[src/rtl/fifo_ptr_pkg.sv]
// rtl/fifo_ptr_pkg.sv - Gray/binary pointer helpers shared by the FIFO pointer controllers
package fifo_ptr_pkg;

  localparam int PTR_MAX_W = 32;

  function automatic logic [PTR_MAX_W-1:0] bin2gray(input logic [PTR_MAX_W-1:0] bin);
    return bin ^ (bin >> 1);
  endfunction

  // Each binary bit is the XOR of every Gray bit at or above it; zero-extension keeps this width-agnostic.
  function automatic logic [PTR_MAX_W-1:0] gray2bin(input logic [PTR_MAX_W-1:0] gray);
    logic [PTR_MAX_W-1:0] bin;
    bin = '0;
    for (int i = 0; i < PTR_MAX_W; i++) begin
      bin[i] = ^(gray >> i);
    end
    return bin;
  endfunction

endpackage

[src/rtl/gray2bin_conv.sv]
// rtl/gray2bin_conv.sv - combinational WIDTH-bit Gray-to-binary converter
module gray2bin_conv
  import fifo_ptr_pkg::*;
#(
  parameter int WIDTH = 3
) (
  input  logic [WIDTH-1:0] gray,
  output logic [WIDTH-1:0] bin
);

  assign bin = WIDTH'(gray2bin(PTR_MAX_W'(gray)));

endmodule

[src/rtl/write_pointer_ctrl.sv]
// rtl/write_pointer_ctrl.sv - async FIFO write-side pointer, full/almost-full, free count, overflow
module write_pointer_ctrl
  import fifo_ptr_pkg::*;
#(
  parameter int ADDBITS      = 2,
  parameter int AFULL_THRESH = 1,
  localparam int WIDTH       = ADDBITS + 1
) (
  input  logic               clk,
  input  logic               rst,
  input  logic               count,
  input  logic [WIDTH-1:0]   rpointer,
  input  logic               ovf_clr,
  output logic [WIDTH-1:0]   wpointer,
  output logic [ADDBITS-1:0] waddr,
  output logic               wen,
  output logic               full,
  output logic               almost_full,
  output logic [WIDTH-1:0]   wfree,
  output logic               overflow
);

  localparam int               DEPTH    = 1 << ADDBITS;
  localparam logic [WIDTH-1:0] DEPTH_W  = WIDTH'(DEPTH);
  localparam logic [WIDTH-1:0] THRESH_W = WIDTH'(AFULL_THRESH);

  logic [WIDTH-1:0] wbin;
  logic [WIDTH-1:0] bin_next;
  logic [WIDTH-1:0] gray_next;
  logic [WIDTH-1:0] rbin;
  logic [WIDTH-1:0] full_ptr;
  logic [WIDTH-1:0] used;
  logic [WIDTH-1:0] free_next;

  gray2bin_conv #(.WIDTH(WIDTH)) u_rptr_conv (
    .gray (rpointer),
    .bin  (rbin)
  );

  assign wen       = count & ~full & ~rst;
  assign waddr     = wbin[ADDBITS-1:0];
  assign bin_next  = wbin + WIDTH'(wen);
  assign gray_next = WIDTH'(bin2gray(PTR_MAX_W'(bin_next)));

  // One full lap ahead of the reader: the two top Gray bits differ, the rest match.
  assign full_ptr  = {~rpointer[WIDTH-1:WIDTH-2], rpointer[WIDTH-3:0]};
  assign used      = bin_next - rbin;
  assign free_next = DEPTH_W - used;

  always_ff @(posedge clk or posedge rst) begin
    if (rst) begin
      wbin        <= '0;
      wpointer    <= '0;
      full        <= 1'b0;
      almost_full <= 1'b0;
      wfree       <= DEPTH_W;
      overflow    <= 1'b0;
    end else begin
      wbin        <= bin_next;
      wpointer    <= gray_next;
      full        <= (gray_next == full_ptr);
      almost_full <= (free_next <= THRESH_W);
      wfree       <= free_next;
      // A rejected write in the same cycle as a clear keeps the flag set.
      if (count & full) begin
        overflow <= 1'b1;
      end else if (ovf_clr) begin
        overflow <= 1'b0;
      end
    end
  end

endmodule

[config.mk]
export PLATFORM = sky130hd
export DESIGN_NAME = write_pointer_ctrl
export DESIGN_NICKNAME = d
export VERILOG_FILES = /design/src/rtl/fifo_ptr_pkg.sv /design/src/rtl/gray2bin_conv.sv /design/src/rtl/write_pointer_ctrl.sv
export SDC_FILE = /design/constraint.sdc
export NUM_CORES = 1
export LEC_CHECK = 0
export CORE_ASPECT_RATIO = 0.8
export CORE_MARGIN = 5
export CORE_UTILIZATION = 25
export CTS_CLUSTER_DIAMETER = 30
export DETAILED_ROUTE_END_ITERATION = 7
export HOLD_SLACK_MARGIN = 0.15
export PLACE_DENSITY_LB_ADDON = 0.15
export SYNTH_ARGS = -nofsm -noshare
export SYNTH_HDL_FRONTEND = slang
export SYNTH_SLANG_ARGS = --single-unit
[constraint.sdc]
create_clock -name clk -period 2.4 [get_ports clk]
set_clock_uncertainty 0.15 [all_clocks]
set_input_delay 0.48 -clock clk [delete_from_list [all_inputs] [get_ports clk]]
set_output_delay 0.48 -clock clk [all_outputs]
set_load 0.05 [all_outputs]
==> impl_metrics.toml, run 1 <==
[run_status]
status = "complete, no violations"

[grt]
grt_pass1_vias = 431
grt_pass1_wl_mm = 1.835
grt_max_degree = 12
grtUsageMet1_pct = 9.457
use_met2_pct = 12.72
grt-ovfl-total = 0
use_met3_pct = 5.459
grt_usage_pct = 8.137
grt_busiest_layer = "met2"
antenna_found_initial = 0

[route]
vias = 369
drt_iter0_drc = 5
wl_per_cell_um = 10.72
drc_errors = 0
drtPass1Iterations = 2
via_per_inst = 3.844
drt_wl_total_mm = 1.029
ant_nets = 0

[synth]
postSynthAreaPerCell_um2 = 12.81
ys_seq_area_share_pct = 51.40
synth_compound_area_share_pct = 2.558
synth_ff_type = "dfrtp_1"
synth_area_leader_cell = "dfrtp_1"
synthMuxAreaShare_pct = 3.721
syn_inst = 42
synth_edf_count = 0
ys_top_cells_by_count = "10 x dfrtp_1, 5 x ha_1, 5 x inv_1"
synth_top_area_share_pct = 46.51
synthAdderAreaFrac_pct = 11.63
synth_xor_xnor_area_share_pct = 17.44
synth_area_leaders = "dfrtp_1 47%, ha_1 12%, xor2_4 5.1%"
yosysMostFrequentCell = "dfrtp_1"
synthSimpleGateAreaFrac_pct = 9.767
yosysUniqueCellTypes = 17
synth_top_family_by_area = "XOR/XNOR gates"
synth_warnings = 0
syn_nets = 54
async_flop_share_pct = 100.0
synth_seq_cells = 11
synth_area_um2 = 538.0

[layout]
fillers = 206
drive_above_1_share_pct = 33.80
fin_nets = 84
final_cells = 96
finalInstanceArea_um2 = 902.1
diodes = 0
area_growth_pct = 67.67

[worst_setup_path]
cp_num_buf_inv = 2
cpMaxStageDelayCell = "dlygate4sd2_1"
reg2reg_from = "full"
crit_path_max_fanout = 2
criticalPathCategory = "in2reg"
path_cells = "dlygate4sd2_1 -> nor3b_4 -> ha_2 -> ha_4 -> inv_4 -> ha_4 -> ha_4 -> xnor3_1 -> xnor2_2 -> nor2_1"
reg2reg_to = "almost_full"
cp.arrival_ns = 2.28
required_ns = 2.40
crit_family = "adder cells"
worst_path_most_repeated_cell = "ha_4"
cp-start-kind = "primary input"
rr_worst_depth = 9
max_stage_delay_ns = 0.27
r2r_slack_ns = 0.17
worst_setup_path_end_kind = "flop"

[placement]
gp_congestion = 0.6909
port_buffers = 18
postPlaceCellArea_um2 = 859.6
dp_cells = 91
place_hpwl_um = 888.8

[floorplanning]
pin_count = 19
die_h_um = 51.49
core_area_um2 = 2102
die_area_um2 = 3185
die_w_um = 61.87
start_util_pct = 25.60
num_rows = 15

[timing]
fmax_ghz = 0.4386
drv_slew = 0
fin_crit_sh_pct = 94.99
slew_headroom_pct = 66.29
timing.final.crit_period_ns = 2.280
tightest_slew_ns = 0.5041
rsz0062_at_grt = "false"
hold_viol_final = 0
setup_viol = 0

[worst_hold_path]
hold_path.class = "in2async"

[clock_tree]
worstSkewPairLatency_ns = 0.26
cts_buffer_depth = 2
cts.root.buffer_cell = "clkbuf_4"
clk_pin_slew_worst_paths_ns = 0.06
htreeDepth = 1
cts_tree = "done"
cts_buffers = 3
cts.sinks = 11

[run]
drv_cap = 0
-- cell families after synthesis --
family / count (synthesis)
compound gates: 2
fa+ha+maj: 5
mux: 2
simple gates: 10
xor+xnor: 7
buf+inv: 5
flops: 11
-- layout by cell type, fill, tap and decap left out, drive strengths merged --
master and instances:
and2b 1, clkdlybuf4s50 13, dlygate4sd2 3, nor2 2
xnor3 1, nor2b 1, dfrtp 10, o21ai 1
xnor2 3, mux2i 2, dfstp 1, nand2 3
inv 5, ha 5, xor2 3, nor3b 1
dlymetal6s2s 1, buf 8, or2 2, o2bb2ai 1
clkbuf 4
-- metrics by stage --
step	TNS [ns]	worst slack [ns]	hold slack (ns)	utilization, %
5_1_grt	0	0.06349	0.2788	42.92
6_report	0	0.1201	0.2465	42.92
3_3_place_gp	-0.8336	-0.4524	0.3663	40.89
3_5_place_dp	-0.8682	-0.4681	0.3762	40.89
2_1_floorplan	-0.5189	-0.3092	0.1817	-
4_1_cts	0	0.02866	0.2489	42.80
-- timing repair --
item | 4_1_cts | 5_1_grt
hold buffers | 0 | 0
pin swaps | 3 | 1
endpoints found under the setup margin | 2 | 1
gates resized for setup | 6 | 1
buffers inserted | 1 | 0
-- final cells by class --
type / instances / area [µm²] / area share, %
clock buffer: 4 / 26.28 / 2.913
inverter: 5 / 21.27 / 2.358
multi-input combinational: 26 / 304.0 / 33.70
sequential: 11 / 277.8 / 30.79
tap: 25 / 31.28 / 3.467
timing repair buffer: 25 / 241.5 / 26.77
-- routing by layer --
metal	routed length (µm)	up-vias	share of wire (%)
li1	-	190	-
met1	421	171	41
met2	521	8	51
met3	85	0	8.3
met4	0	0	0
met5	0	-	0
-- flip-flops by register name (all words and copies together), names as in the netlist --
register     flops
full             1
almost_full      1
wfree            3
overflow         1
wpointer         2
wbin             3
-- worst max path at each step --
stage                     start          end  slack (ns)  cells after the start
finish                      rst  almost_full        0.12                     10
global route                rst  almost_full        0.06                     10
CTS                 rpointer[1]  almost_full        0.03                     10
detailed placement  rpointer[2]  almost_full       -0.47                     10
global placement    rpointer[2]  almost_full       -0.45                     10
floorplan                  full  almost_full       -0.31                      9
Power of run 1 is not shown: default switching activity piles up to over one toggle a cycle in this logic, so the estimate is an artifact.
==> run 2: changes to the inputs <==
--- a/config.mk
+++ b/config.mk
@@ -5,11 +5,10 @@
 export SDC_FILE = /design/constraint.sdc
 export NUM_CORES = 1
 export LEC_CHECK = 0
-export CORE_ASPECT_RATIO = 0.8
-export CORE_MARGIN = 5
-export CORE_UTILIZATION = 25
+export CORE_AREA = 5 5 42 44
 export CTS_CLUSTER_DIAMETER = 30
 export DETAILED_ROUTE_END_ITERATION = 7
+export DIE_AREA = 0 0 47 49
 export HOLD_SLACK_MARGIN = 0.15
 export PLACE_DENSITY_LB_ADDON = 0.15
 export SYNTH_ARGS = -nofsm -noshare
==> run 2 against run 1 <==
Hold slack got worse by 0.022 ns. Register-to-register slack improved by 0.06 ns. Global-route usage increased by 1.5 points. Design area decreased by 1.5%. Die area decreased by 28%. Wire length decreased by 16%. Via count increased by 3.8%. Utilization increased by 20 points. Fmax increased by 1.4%. Non-clock buffer count decreased by 1. Flip-flop and latch count unchanged.
==> impl_metrics.toml, run 2 (synthesis results as in run 1) <==
[timing]
hold_viol_final = 0
drv_slew = 0
rsz0062_at_grt = "false"
fmax_ghz = 0.4446
slew_headroom_pct = 66.27
timing.final.crit_period_ns = 2.249
fin_crit_sh_pct = 93.73
fin_ws_ns = 0.1506
fin_setup_tns_ns = 0
tightest_slew_ns = 0.5043
setup_viol = 0

[clock_tree]
htreeDepth = 1
cts_buffer_depth = 2
cts_hold_buf = 0
worstSkewPairLatency_ns = 0.26
clk_pin_slew_worst_paths_ns = 0.07
cts_tree = "done"
cts_buffers = 3
cts.sinks = 11
cts.root.buffer_cell = "clkbuf_4"

[layout]
drive_above_1_share_pct = 34.29
final_common_cell = "clkdlybuf4s50_1"
diodes = 0
top_regs = "wbin (3), wfree (3), wpointer (2)"
area_growth_pct = 65.12
fin_nets = 83
layout_common_cells = "13 x clkdlybuf4s50_1, 9 x dfrtp_1, 6 x buf_4"

[placement]
port_buffers = 18
place_hpwl_um = 799.5
gp_congestion = 0.7246
place_ws_ns = -0.4198

[worst_setup_path]
cp-start-kind = "primary input"
criticalPathCategory = "in2reg"
rr_worst_depth = 9
required_ns = 2.41
worst_setup_path_end_kind = "flop"
cp.arrival_ns = 2.26
r2r_slack_ns = 0.23
crit_path_max_fanout = 2
reg2reg_to = "almost_full"
reg2reg_from = "full"

[grt]
grt_pass1_vias = 401
grt_max_degree = 12
grt-ovfl-total = 0
grt_usage_pct = 9.664
antenna_found_initial = 0
grt_pass1_wl_mm = 1.566

[route]
vias = 383
wl_per_cell_um = 10.08
drc_errors = 0
drt_iter0_drc = 4
drtPass1Iterations = 4
via_per_inst = 4.453
drt_wl_total_um = 867
ant_nets = 0

[worst_hold_path]
hold_path.class = "in2async"

[floorplanning]
num_rows = 14
die_w_um = 47
pin_count = 19
die_area_um2 = 2303
start_util_pct = 38.39
core_area_um2 = 1401
die_h_um = 49

[run_status]
status = "complete, no violations"

[run]
drv_cap = 0
## run 2: changes by cell type in the layout (fill, tap and decap cells not counted)
cell	change
dlygate4sd2_1	-1
dlymetal6s2s_1	+1
clkbuf_1	-1
buf_4	-1
clkinv_2	+1
## run 2: final cells by class
type | instances | area, µm²
clock inverters | 1 | 5.005
clock buffers | 3 | 22.52
repair buffers | 24 | 237.7
well taps | 16 | 20.02
fillers | 118 | 513.0
flip-flops and latches | 11 | 277.8
multi-input cells | 26 | 304.0
inverters | 5 | 21.27
## run 2: critical path: stages
cell and delay, ns:
dlygate4sd2_1 0.27, nor3b_4 0.22, ha_2 0.23, ha_4 0.21
inv_4 0.06, ha_4 0.19, ha_4 0.14, xnor3_1 0.21
xnor2_2 0.19, nor2_1 0.05
## run 2: per-stage QoR
step	cells	cell area (µm²)	hold WS [ns]	util (%)
2_1_floorplan	42	593.1	0.1817	-
3_3_place_gp	81	840.8	0.3615	60.00
3_5_place_dp	81	840.8	0.3732	60.00
4_1_cts	86	875.8	0.2301	62.50
5_1_grt	86	888.4	0.2687	63.39
6_report	86	888.4	0.2240	63.39
## run 2: worst max-delay path by stage
stage,slack [ns],from,depth (start not counted),end
2_1_floorplan,-0.31,full,9,almost_full
3_3_place_gp,-0.38,count,10,almost_full
3_5_place_dp,-0.42,count,10,almost_full
4_1_cts,0.002,rpointer[2],10,almost_full
5_1_grt,0.09,rst,10,almost_full
6_report,0.15,rst,10,almost_full
## run 2: repair_timing
action,in CTS,in global routing
setup buffers,1,0
setup endpoints to repair,2,1
resized for setup,4,3
hold endpoints to repair,0,0
gates cloned,0,0
pin swaps,4,1
## run 2: per-layer routing
layer	track usage (%)	vias to the layer above	wire length, µm
met5	0	-	0
met3	3.321	2	75
met1	10.65	177	306
li1	-	192	-
met4	5.530	0	11
met2	15.38	12	473
Power of run 2 is left out for the same reason.
==> run 3: changes to the inputs <==
--- a/config.mk
+++ b/config.mk
@@ -5,6 +5,7 @@
 export SDC_FILE = /design/constraint.sdc
 export NUM_CORES = 1
 export LEC_CHECK = 0
+export ABC_CLOCK_PERIOD_IN_PS = 2400
 export CORE_AREA = 5 5 42 44
 export CTS_CLUSTER_DIAMETER = 30
 export DETAILED_ROUTE_END_ITERATION = 7
==> results of run 3 <==
The final DEF is identical to that of run 2; final timing and power are the same.
Power of run 3 is left out for the same reason.
